$ cat src/rtl/duck_pkg.sv
// Shared sizing constants and types for the duck sprite fetch path.
package duck_pkg;
    localparam int SPRITE_W   = 32;
    localparam int SPRITE_H   = 32;
    localparam int FRAMES     = 3;
    localparam int FRAME_DIV  = 8;
    localparam int NUM_COLORS = 6;

    typedef logic [9:0] coord_t;
    typedef logic [3:0] pal_idx_t;

    localparam pal_idx_t TRANSPARENT_IDX = 4'd0;
endpackage

$ cat src/rtl/duck_anim_ctr.sv
// vsync rise detector driving the shadow-register load strobe and the
// divided animation frame counter.
module duck_anim_ctr
    import duck_pkg::*;
#(
    parameter int FRAMES    = 3,
    parameter int FRAME_DIV = 8,
    parameter int FRAME_W   = (FRAMES > 1) ? $clog2(FRAMES) : 1,
    parameter int DIV_W     = (FRAME_DIV > 1) ? $clog2(FRAME_DIV) : 1
) (
    input  logic               Clk,
    input  logic               Reset_n,
    input  logic               vsync,
    output logic [FRAME_W-1:0] frame,
    output logic               latch
);
    localparam logic [DIV_W-1:0]   DIV_LAST   = DIV_W'(FRAME_DIV - 1);
    localparam logic [FRAME_W-1:0] FRAME_LAST = FRAME_W'(FRAMES - 1);

    logic             vsync_q;
    logic [DIV_W-1:0] div;

    assign latch = vsync & ~vsync_q;

    always_ff @(posedge Clk or negedge Reset_n) begin
        if (!Reset_n) begin
            vsync_q <= 1'b0;
            div     <= '0;
            frame   <= '0;
        end else begin
            vsync_q <= vsync;
            if (latch) begin
                if (div == DIV_LAST) begin
                    div   <= '0;
                    frame <= (frame == FRAME_LAST) ? '0 : frame + FRAME_W'(1);
                end else begin
                    div <= div + DIV_W'(1);
                end
            end
        end
    end
endmodule

$ cat src/rtl/duck_sprite_fetch.sv
// Two-stage sprite fetch: hit test + ROM addressing, then opacity filter
// producing the palette index. Duck state only changes on vsync rise.
module duck_sprite_fetch
    import duck_pkg::*;
#(
    parameter int SPRITE_W   = duck_pkg::SPRITE_W,
    parameter int SPRITE_H   = duck_pkg::SPRITE_H,
    parameter int FRAMES     = duck_pkg::FRAMES,
    parameter int FRAME_DIV  = duck_pkg::FRAME_DIV,
    parameter int NUM_COLORS = duck_pkg::NUM_COLORS,
    parameter int ADDR_W     = $clog2(SPRITE_W * SPRITE_H * FRAMES)
) (
    input  logic              Clk,
    input  logic              Reset_n,
    input  logic              vsync,
    input  logic              pix_en,
    input  coord_t            DrawX,
    input  coord_t            DrawY,
    input  coord_t            duck_x,
    input  coord_t            duck_y,
    input  logic              duck_dir,
    input  logic              duck_active,
    output logic [ADDR_W-1:0] rom_addr,
    input  pal_idx_t          rom_data,
    output pal_idx_t          index,
    output logic              in_sprite
);
    localparam int COL_W   = (SPRITE_W > 1) ? $clog2(SPRITE_W) : 1;
    localparam int ROW_W   = (SPRITE_H > 1) ? $clog2(SPRITE_H) : 1;
    localparam int FRAME_W = (FRAMES > 1) ? $clog2(FRAMES) : 1;

    logic [FRAME_W-1:0] frame;
    logic               latch;

    duck_anim_ctr #(
        .FRAMES   (FRAMES),
        .FRAME_DIV(FRAME_DIV),
        .FRAME_W  (FRAME_W)
    ) u_anim (
        .Clk    (Clk),
        .Reset_n(Reset_n),
        .vsync  (vsync),
        .frame  (frame),
        .latch  (latch)
    );

    coord_t sh_x, sh_y;
    logic   sh_dir, sh_active;

    always_ff @(posedge Clk or negedge Reset_n) begin
        if (!Reset_n) begin
            sh_x      <= '0;
            sh_y      <= '0;
            sh_dir    <= 1'b0;
            sh_active <= 1'b0;
        end else if (latch) begin
            sh_x      <= duck_x;
            sh_y      <= duck_y;
            sh_dir    <= duck_dir;
            sh_active <= duck_active;
        end
    end

    // 11-bit compares keep a right-edge sprite from wrapping onto column 0.
    logic [10:0]       x_ext, y_ext, sx_ext, sy_ext;
    logic              hit;
    logic [COL_W-1:0]  col_raw, col;
    logic [ROW_W-1:0]  row;
    logic [ADDR_W-1:0] addr_next;

    always_comb begin
        x_ext   = {1'b0, DrawX};
        y_ext   = {1'b0, DrawY};
        sx_ext  = {1'b0, sh_x};
        sy_ext  = {1'b0, sh_y};
        hit     = sh_active & pix_en
                & (x_ext >= sx_ext) & (x_ext < sx_ext + 11'(SPRITE_W))
                & (y_ext >= sy_ext) & (y_ext < sy_ext + 11'(SPRITE_H));
        col_raw = COL_W'(DrawX - sh_x);
        col     = sh_dir ? (COL_W'(SPRITE_W - 1) - col_raw) : col_raw;
        row     = ROW_W'(DrawY - sh_y);
        addr_next = ADDR_W'(frame) * ADDR_W'(SPRITE_W * SPRITE_H)
                  + ADDR_W'(row) * ADDR_W'(SPRITE_W)
                  + ADDR_W'(col);
    end

    logic hit_q;

    always_ff @(posedge Clk or negedge Reset_n) begin
        if (!Reset_n) begin
            rom_addr <= '0;
            hit_q    <= 1'b0;
        end else begin
            hit_q <= hit;
            if (hit) rom_addr <= addr_next;
        end
    end

    logic opaque;
    assign opaque = hit_q && (rom_data != TRANSPARENT_IDX)
                 && ({1'b0, rom_data} < 5'(NUM_COLORS));

    always_ff @(posedge Clk or negedge Reset_n) begin
        if (!Reset_n) begin
            index     <= TRANSPARENT_IDX;
            in_sprite <= 1'b0;
        end else begin
            index     <= opaque ? rom_data : TRANSPARENT_IDX;
            in_sprite <= opaque;
        end
    end
endmodule

$ cat config.mk
export PLATFORM = sky130hd
export DESIGN_NAME = duck_sprite_fetch
export DESIGN_NICKNAME = d
export VERILOG_FILES = /design/src/rtl/duck_pkg.sv /design/src/rtl/duck_anim_ctr.sv /design/src/rtl/duck_sprite_fetch.sv
export SDC_FILE = /design/constraint.sdc
export NUM_CORES = 1
export LEC_CHECK = 0
export ABC_AREA = 1
export BUFFER_PORTS_ARGS = -buffer_cell sky130_fd_sc_hd__buf_2
export CAP_MARGIN = 10
export CORE_ASPECT_RATIO = 0.5
export CORE_MARGIN = 2
export CORE_UTILIZATION = 49
export DETAILED_ROUTE_END_ITERATION = 6
export GPL_ROUTABILITY_DRIVEN = 1
export PLACE_DENSITY = 0.87
export SLEW_MARGIN = 25
export SYNTH_ARGS = -nofsm -noshare
export SYNTH_HDL_FRONTEND = slang
export SYNTH_HIERARCHICAL = 1
export SYNTH_SLANG_ARGS = --single-unit
$ cat constraint.sdc
create_clock -name Clk -period 1.8 [get_ports Clk]
set_input_delay 0.18 -clock Clk [delete_from_list [all_inputs] [get_ports Clk]]
set_output_delay 0.18 -clock Clk [all_outputs]
set_load 0.01 [all_outputs]
## Word-level counts from Yosys, hierarchy flattened

Cells that the tools add are included.

- Muxes and demuxes: 4
- Bitwise logic cells: 7
- Add/sub/neg operators: 9
- Eq/ne operators: 2
- Reductions and logical operators: 4
- $lt $le $gt $ge: 5

Operators with widths:

| cell | number |
|---|---|
| adder 10 x 6 -> 11 bit (second input constant) | 2 |
| less-than comparator 10 x 11 -> 1 bit | 2 |
| greater-or-equal comparator 10 bit | 2 |
| adder 12 x 10 -> 12 bit | 1 |
| adder 12 x 5 -> 12 bit | 1 |
| subtractor 5 bit | 2 |
| bitwise AND 1 bit | 6 |
| 2-to-1 mux 5 bit | 1 |
| subtractor 5 bit (first input constant) | 1 |
| less-than comparator 4 x 3 -> 1 bit (second input constant) | 1 |
| 2-to-1 mux 4 bit | 1 |
| nonzero test 4 bit | 1 |
| adder 3 x 1 -> 3 bit (second input constant) | 1 |
| == test 3 bit (second input constant) | 1 |
| 2-to-1 mux 3 bit | 1 |
| adder 2 x 1 -> 2 bit (second input constant) | 1 |
| == test 2 bit (second input constant) | 1 |
| logical AND 1 bit | 2 |
| 2-to-1 mux 2 bit | 1 |
| AND reduction 2 bit | 1 |
| inverter 1 bit | 1 |

- Register bits: 46
- Output and inout port bits: 17
- Bits of input ports: 50
- Word-level logic and storage cells: 42

## Logic depth before layout (Yosys ltp)

Gate-level depths: netlist of the first run.

- Depth after elaboration: 5
- Gate-level depth with buffers: 15
- Gate-level depth less buffers: 14

## By module

The synthesis of the first run kept the hierarchy.

By module, submodules not included:

| module | seq. area each (um2) | times used | cells an instance | area each (um2) |
|---|---|---|---|---|
| duck_sprite_fetch | 1001.0 | 1 | 337 | 2693.8 |
| duck_anim_ctr | 150.1 | 1 | 31 | 275.3 |

## Least setup slack after synthesis of the first run

No wires, ideal clock.

- Path kind: flip-flop to flip-flop
- From: reg sh_x[5]
- To: reg rom_addr[5]
- Stages on the path, launching flop included: 14
- Path slack: -147 ps
- Clock period less this slack: 1947 ps
- Required time: 1683 ps
- Arrival: 1830 ps
- Cell sequence: dfrtp_1 ha_1 nand3_1 xor2_1 ha_1 nand3_1 nand2_1 nor2_2 nand2_2 nor2_4 nand3_2 buf_6 nand2_1 nand2_1

- Word-level cells in the longest chain between the ends: 5

Ends and longest elaborated chain:

| item | line | text |
|---|---|---|
| start: declaration | duck_sprite_fetch.sv:47 | `coord_t sh_x, sh_y;` |
| start signal: assignment | duck_sprite_fetch.sv:57 | `sh_x <= duck_x;` |
| adder 10 x 6 -> 11 bit / greater-or-equal comparator 10 bit (equally long branches) | duck_sprite_fetch.sv:77 | `& (x_ext >= sx_ext) & (x_ext < sx_ext + 11'(SPRITE_W))` |
| less-than comparator 10 x 11 -> 1 bit / bitwise AND 1 bit (equally long branches) | duck_sprite_fetch.sv:77 |  |
| bitwise AND 1 bit * | duck_sprite_fetch.sv:77 |  |
| bitwise AND 1 bit * (2 in series) | duck_sprite_fetch.sv:78 | `& (y_ext >= sy_ext) & (y_ext < sy_ext + 11'(SPRITE_H));` |
| end signal: assignment | duck_sprite_fetch.sv:95 | `if (hit) rom_addr <= addr_next;` |
| end: declaration | duck_sprite_fetch.sv:23 | `output logic [ADDR_W-1:0] rom_addr,` |

Every way passes the cells marked *; elsewhere a longest branch is shown, timed or not.
A chain may end at the register's enable or synchronous reset.

## Worst setup path in the final report of the first run

- From: reg sh_y[6]
- To: reg rom_addr[6]

- Word-level cells in the longest chain between the ends: 3

Ends and longest elaborated chain:

| item | line | text |
|---|---|---|
| start: declaration | duck_sprite_fetch.sv:47 |  |
| start signal: assignment | duck_sprite_fetch.sv:58 | `sh_y <= duck_y;` |
| adder 10 x 6 -> 11 bit / greater-or-equal comparator 10 bit (equally long branches) | duck_sprite_fetch.sv:78 |  |
| less-than comparator 10 x 11 -> 1 bit / bitwise AND 1 bit (equally long branches) | duck_sprite_fetch.sv:78 |  |
| bitwise AND 1 bit * | duck_sprite_fetch.sv:78 |  |

Marks and branches as above.

==> results of run 1 <==
-- report_power, final --
group          leakage, nW  total, W  switching, W  internal, W
logic                 1.52   0.00157      0.000851     0.000716
registers            0.582   0.00142      0.000162      0.00126
clock network       0.0842   0.00108      0.000418     0.000658
-- through the flow --
| stage | power, W | hold slack, ns |
|---|---|---|
| finish | 0.00406 | 0.0216 |
| global route | 0.00432 | 0.0215 |
| CTS | 0.00395 | 0.0195 |
| detailed placement | 0.00274 | 0.185 |
| global placement | 0.00266 | 0.183 |
| floorplan | 0.00220 | -0.116 |
-- synth_stat cells, types with 3 or more instances --
| master | n | share of area [%] |
|---|---|---|
| nand2_1 | 104 | 13 |
| inv_1 | 51 | 6.4 |
| dfrtp_1 | 46 | 39 |
| ha_1 | 34 | 14 |
| nor2_1 | 24 | 3.0 |
| o21ai_0 | 20 | 3.4 |
| nand4_1 | 17 | 3.6 |
| nand3_1 | 10 | 1.7 |
| xor2_1 | 10 | 2.9 |
| a21oi_1 | 9 | 1.5 |
| xnor2_1 | 6 | 1.8 |
| clkbuf_1 | 5 | 0.63 |
| nand3b_1 | 5 | 1.3 |
| inv_2 | 3 | 0.38 |
| mux2_2 | 3 | 1.1 |
-- what timing repair did --
action,4_1_cts,5_1_grt
setup buffers,3,3
setup endpoints to repair,13,13
pin swaps,3,21
hold endpoints to repair,20,0
hold buffers,1,0
gates cloned,3,0
gates resized for setup,16,18
-- final cells by class --
| type | count | share of cell area [%] |
|---|---|---|
| clock buffer | 5 | 3.14 |
| tap | 73 | 2.30 |
| timing repair buffer | 104 | 16.7 |
| inverter | 54 | 5.09 |
| multi-input combinational | 260 | 42.7 |
| clock inverter | 3 | 1.10 |
| sequential | 46 | 29.0 |
-- logic make-up after synthesis --
| group | after synthesis |
|---|---|
| AOI/OAI and AO/OA | 34 |
| buffers and inverters | 63 |
| other | 1 |
| xor gates and xnor gates | 16 |
| muxes | 3 |
| and+or+nand+nor | 169 |
| DFF | 46 |
| adders and majority gates | 36 |
-- sequential cells by signal, summed over array words and instances, names as in the netlist, 2 cells and up --
register,flops
index,4
sh_x,10
rom_addr,12
u_anim/div,3
sh_y,10
u_anim/frame,2
-- worst paths after layout --
path / end / slack (ns) / cells past startpoint
min in group asynchronous: sh_x[7] / 0.40 / 2
worst min-delay path: u_anim/vsync_q / 0.02 / 1
worst max register to register: rom_addr[6] / -0.40 / 13
worst min register to register: u_anim/div[1] / 0.48 / 2
max in group asynchronous: rom_addr[6] / 0.80 / 3
worst max-delay path: rom_addr[6] / -0.40 / 13
-- routing by layer --
layer / GRT usage (%) / vias to the layer above
met1: 28.9 / 1334
met5: 0 / -
met3: 4.91 / 19
met4: 11.0 / 0
met2: 42.7 / 96
li1: - / 1383
==> impl_results.md, run 1 <==
- Status: complete, but fails checks
- Failing checks: setup timing
- Slowest stage delay, CP: 0.40 ns
- Setup TNS: -5.02 ns
- Ys flop type: dfrtp_1
- Max clock buf depth: 2
- Largest family of logic cells by synthesized area: simple AND/OR/NAND/NOR gates
- Number of DRC markers in iteration 0: 128
- Die area: 0.00674 sq mm
- Average wire per standard cell: 14.2 microns
- Gpl congestion: 0.870
- First-pass GRT wire length: 12.4 mm
- Adder-cell share of the synthesized area: 15.7%
- Clk_skew: 0.00716 ns
- Maximum VDD drop: 0.000602 V
- Highest routed layer: met4
- EDFF count, synth: 0
- Pleak: 2.18 nW
- Tot GR Track Use: 24.0%
- Die X: 114 microns
- Met3 WL: 433 microns
- Placed insts: 527
- Synth Area in Simple Gates: 25.0%
- Slew HR: 63.9%
- TritonCTS Buffers: 5
- DPL Wire Length: 5.18 mm
- Yosys synthesis warning count: 6
- Core Footprint: 0.00566 sq mm
- Max-cap violations: 0
- Crit path kind: flop to flop
- Post-route insts no fill: 545
- Sequential-to-total area share from yosys stat: 38.8%
- RR Startpoint: sh_y[6]
- Clock Latency Late Sink: 0.30 ns
- Synth Area in XOR/XNOR: 4.72%
- CP cell instances: ha_1, inv_2, ha_4, buf_4, a21oi_1, nand2_1, nand4_1, nand3_2, nor2_4, buf_12, nand3_4, nand2_1, nand2_1
- Final worst setup slack: -0.403 ns
- Highest clock rate: 454 MHz
- Tightest Hold Check Type: input port to flop
- Antenna violations before repair: 0
- Die Ht: 59.0 microns
- Hold Fails Final Rpt: 0
- Fillcell total: 420
- Commonest non-fill, non-tap cell in the layout: nand2_1
- Placed Area: 0.00357 sq mm
- GRT overflow: 0
- Post-synth net total: 454
- Synth Area per Inst: 8.07 sq um
- Ant diodes: 0
- Post-route ant nets: 0
- Root Driver: clkbuf_16
- Pre-CTS setup slack: -0.420 ns
- M1 WL: 3.30 mm
- Post-synthesis mux area share: 1.14%
- Final core utilization: 70.3%
- Clock-pin transition on the worst setup and hold timing paths: 0.07 ns
- Commonest non-fill, non-tap cells in the layout: 98 x nand2_1, 66 x buf_2, 48 x inv_1, 45 x dfrtp_1
- Final WL: 7.74 mm
- Multi-input combinational cell area: 0.00170 sq mm
- Rows: 19
- CTS Sinks: 46
- CTS tree: done
- Post-DR vias/cell: 5.20
- Compound-Gate Fraction of Synth Area: 6.15%
- Routed via count: 2832
- Pin count of the biggest net entering global routing: 23
- Tmin final: 2.20 ns
- Crit path max fanout: 7
- Layout area overhead: 34.0%
- # port buffers: 66
- Hold path start: vsync
- CP Launch Point: sh_y[6]
- FF+latch count, synth: 46
- CP startpoint kind: flop
- Period Utilization, post-route: 122%
- Max-slew violations: 0
- Buffers & Inverters on Critical Path: 3
- Starting Density: 52.5%
- Synthesized area: 0.00297 sq mm
- Number of global-route vias before repair: 2755
- Cells after Synth: 368
- Number of iterations in the first detailed-routing pass: 4
- CP dominant cell by count: nand2_1
- Design Area, Final: 0.00398 sq mm
- Critical path's slowest cell: dfrtp_1
- Routed met2 length: 3.81 mm
- Asr flop ratio synth: 100%
- Worst Setup End Kind: flop
- DRC errors left: 0
- P per Cell Area: 1020 mW/mm^2
- Final nets: 557
- Crit-path leading delay family: simple AND/OR/NAND/NOR gates
- Sequential Area: 0.00115 sq mm
- Final setup viols: 13
- RSZ-0062 raised after global routing: yes
- H-tree lvl count: 2
- Share of cells above drive strength 1: 31.1%
- CP arrival: 2.38 ns
- Synth cell types: 30
- I/O Pins: 67
- Worst Tran Pin Value: 0.542 ns
- Worst Path Required: 1.98 ns
Note: power is estimated with default switching activity, not from simulation.
==> run 2, diff against run 1 <==
==> constraint.sdc (replaced) <==
create_clock -name Clk -period 1.8 [get_ports Clk]
set_input_delay 0.09 -clock Clk [delete_from_list [all_inputs] [get_ports Clk]]
set_output_delay 0.09 -clock Clk [all_outputs]
set_load 0.01 [all_outputs]
==> run 2 against run 1 <==
Compared with the run above: the run still ends with setup timing left; utilization decreased by 1.1 points; power decreased by 1.7%; register-to-register slack barely moved; combinational power decreased by 4%; final area down 1.6%; clock power about the same; largest cell class unchanged; highest routed layer unchanged.
==> impl_results.md, run 2 (synthesized netlist as in run 1, its figures left out) <==
- Highest clock rate: 457 MHz
- Pin count of the biggest net entering global routing: 47
- Die Ht: 59.0 microns
- P per Cell Area: 1020 mW/mm^2
- Starting Density: 52.5%
- Crit path kind: flop to flop
- H-tree lvl count: 2
- Worst Tran Pin Value: 0.615 ns
- Gpl congestion: 0.878
- Crit path max fanout: 7
- Final nets: 556
- Max-slew violations: 0
- CP startpoint kind: flop
- Post-route ant nets: 0
- CP dominant cell by count: nand2_1
- Hold WS: 0.00640 ns
- I/O Pins: 67
- Worst Setup End Kind: flop
- Highest routed layer: met4
- CP cell instances: nand2_2, nor2_2, xor2_1, ha_1, a21o_1, nand3_1, nand2_1, nor2_2, nand2_2, nor2_4, nand3_4, nand2_1, nand2_1
- Layout area overhead: 31.9%
- Placed insts: 526
- First-pass GRT wire length: 12.7 mm
- Number of DRC markers in iteration 0: 179
- RSZ-0062 raised after global routing: yes
- TritonCTS Buffers: 5
- Largest register by flop count: rom_addr
- Commonest non-fill, non-tap cells in the layout: 94 x nand2_1, 66 x buf_2, 50 x inv_1, 45 x dfrtp_1, 32 x buf_4
- Tightest Hold Check Type: input port to flop
- Largest regs: rom_addr: 12 flops, sh_x: 10 flops, sh_y: 10 flops
- Max-cap violations: 0
- Max reg flops: 12
- Fillcell total: 416
- CTS tree: done
- GRT overflow: 0
- Setup TNS: -4.55 ns
- Final worst setup slack: -0.390 ns
- Share of cells above drive strength 1: 30.1%
- Final WL: 7.73 mm
- CP arrival: 2.37 ns
- Period Utilization, post-route: 122%
- Pleak: 2.16 nW
- Routed via count: 2776
- Met3 WL: 445 microns
- Slowest stage delay, CP: 0.43 ns
- Antenna violations before repair: 0
- Tot GR Track Use: 24.5%
- Hold Fails Final Rpt: 0
- Core Footprint: 0.00566 sq mm
- Total power: 0.00399 W
- Failing checks: setup timing
- Crit-path leading delay family: simple AND/OR/NAND/NOR gates
- Number of iterations in the first detailed-routing pass: 4
- Die area: 0.00674 sq mm
- Rows: 19
- Number of global-route vias before repair: 2811
- Commonest non-fill, non-tap cell in the layout: nand2_1
- Slew HR: 59.0%
- Average wire per standard cell: 14.2 microns
- Die X: 114 microns
- Clk_skew: 0.00251 ns
- Ant diodes: 0
- Clock-pin transition on the worst setup and hold timing paths: 0.06 ns
- Final setup viols: 13
- Clock Latency Late Sink: 0.29 ns
- Buffers & Inverters on Critical Path: 0
- DPL Wire Length: 5.21 mm
- Maximum VDD drop: 0.000583 V
- Tmin final: 2.19 ns
- Worst Path Required: 1.98 ns
- DRC errors left: 0
- Post-route insts no fill: 544
- Post-DR vias/cell: 5.10
- Routed met2 length: 3.78 mm
- Status: complete, but fails checks
- Final core utilization: 69.2%
- Root Driver: clkbuf_16
- Critical path's slowest cell: dfrtp_1
- # port buffers: 66
- M1 WL: 3.28 mm
- CTS Sinks: 46
- Max clock buf depth: 2
[run 2: changes by cell type in the layout (fill, tap and decap cells not counted), sizes merged]
| cell | change |
|---|---|
| buf | -2 |
| dlygate4sd3 | +1 |
[run 2: area by class of cell]
cell class | instances | area, sq um | share of cell area (%)
multi-input cells | 260 | 1670 | 42.6
clock buffers | 5 | 125 | 3.20
well taps | 73 | 91.3 | 2.33
repair buffers | 103 | 633 | 16.2
flip-flops and latches | 46 | 1150 | 29.4
clock inverters | 3 | 43.8 | 1.12
inverters | 54 | 203 | 5.18
[run 2: worst register-to-register path: stages, from the launching register on]
cell and delay, ns:
dfrtp_1 0.43, nand2_2 0.11, nor2_2 0.04, xor2_1 0.15, ha_1 0.31, a21o_1 0.16, nand3_1 0.07, nand2_1 0.06
nor2_2 0.09, nand2_2 0.07, nor2_4 0.24, nand3_4 0.17, nand2_1 0.10, nand2_1 0.06
[run 2: report_power, final]
group	total [W]	internal (W)	switching [W]
sequential	0.00142	0.00126	0.000167
clock	0.00106	0.000658	0.000407
combinational	0.00151	0.000666	0.000839
[run 2: worst paths after layout]
path                        startpoint           to  slack (ns)  cells after the start
hold / removal               duck_x[7]      sh_x[7]       0.006                      3
max in group asynchronous      Reset_n      sh_y[5]        0.95                      3
setup / recovery               sh_x[6]  rom_addr[2]       -0.39                     13
hold reg to reg            rom_addr[1]  rom_addr[1]        0.48                      2
min in group asynchronous      Reset_n      sh_x[3]        0.42                      3
setup reg to reg               sh_x[6]  rom_addr[2]       -0.39                     13
[run 2: routing by layer]
layer | GRT usage [%] | vias up
met2 | 42.9 | 101
met1 | 30.6 | 1273
met4 | 10.3 | 0
met5 | 0 | -
li1 | - | 1377
met3 | 4.60 | 25
[run 2: per-stage QoR]
stage	instance area (sq um)	setup slack (ns)
floorplan	2970	-0.147
global placement	3570	-0.310
detailed placement	3570	-0.449
CTS	3830	-0.305
global route	3920	-0.493
finish	3920	-0.390
[run 2: repair_timing]
action,4_1_cts,5_1_grt
hold buffers,2,0
cloned,2,0
resized for setup,13,14
pin swaps,1,13
setup endpoints to repair,13,13
setup buffers,3,3
endpoints found under the hold margin,47,0
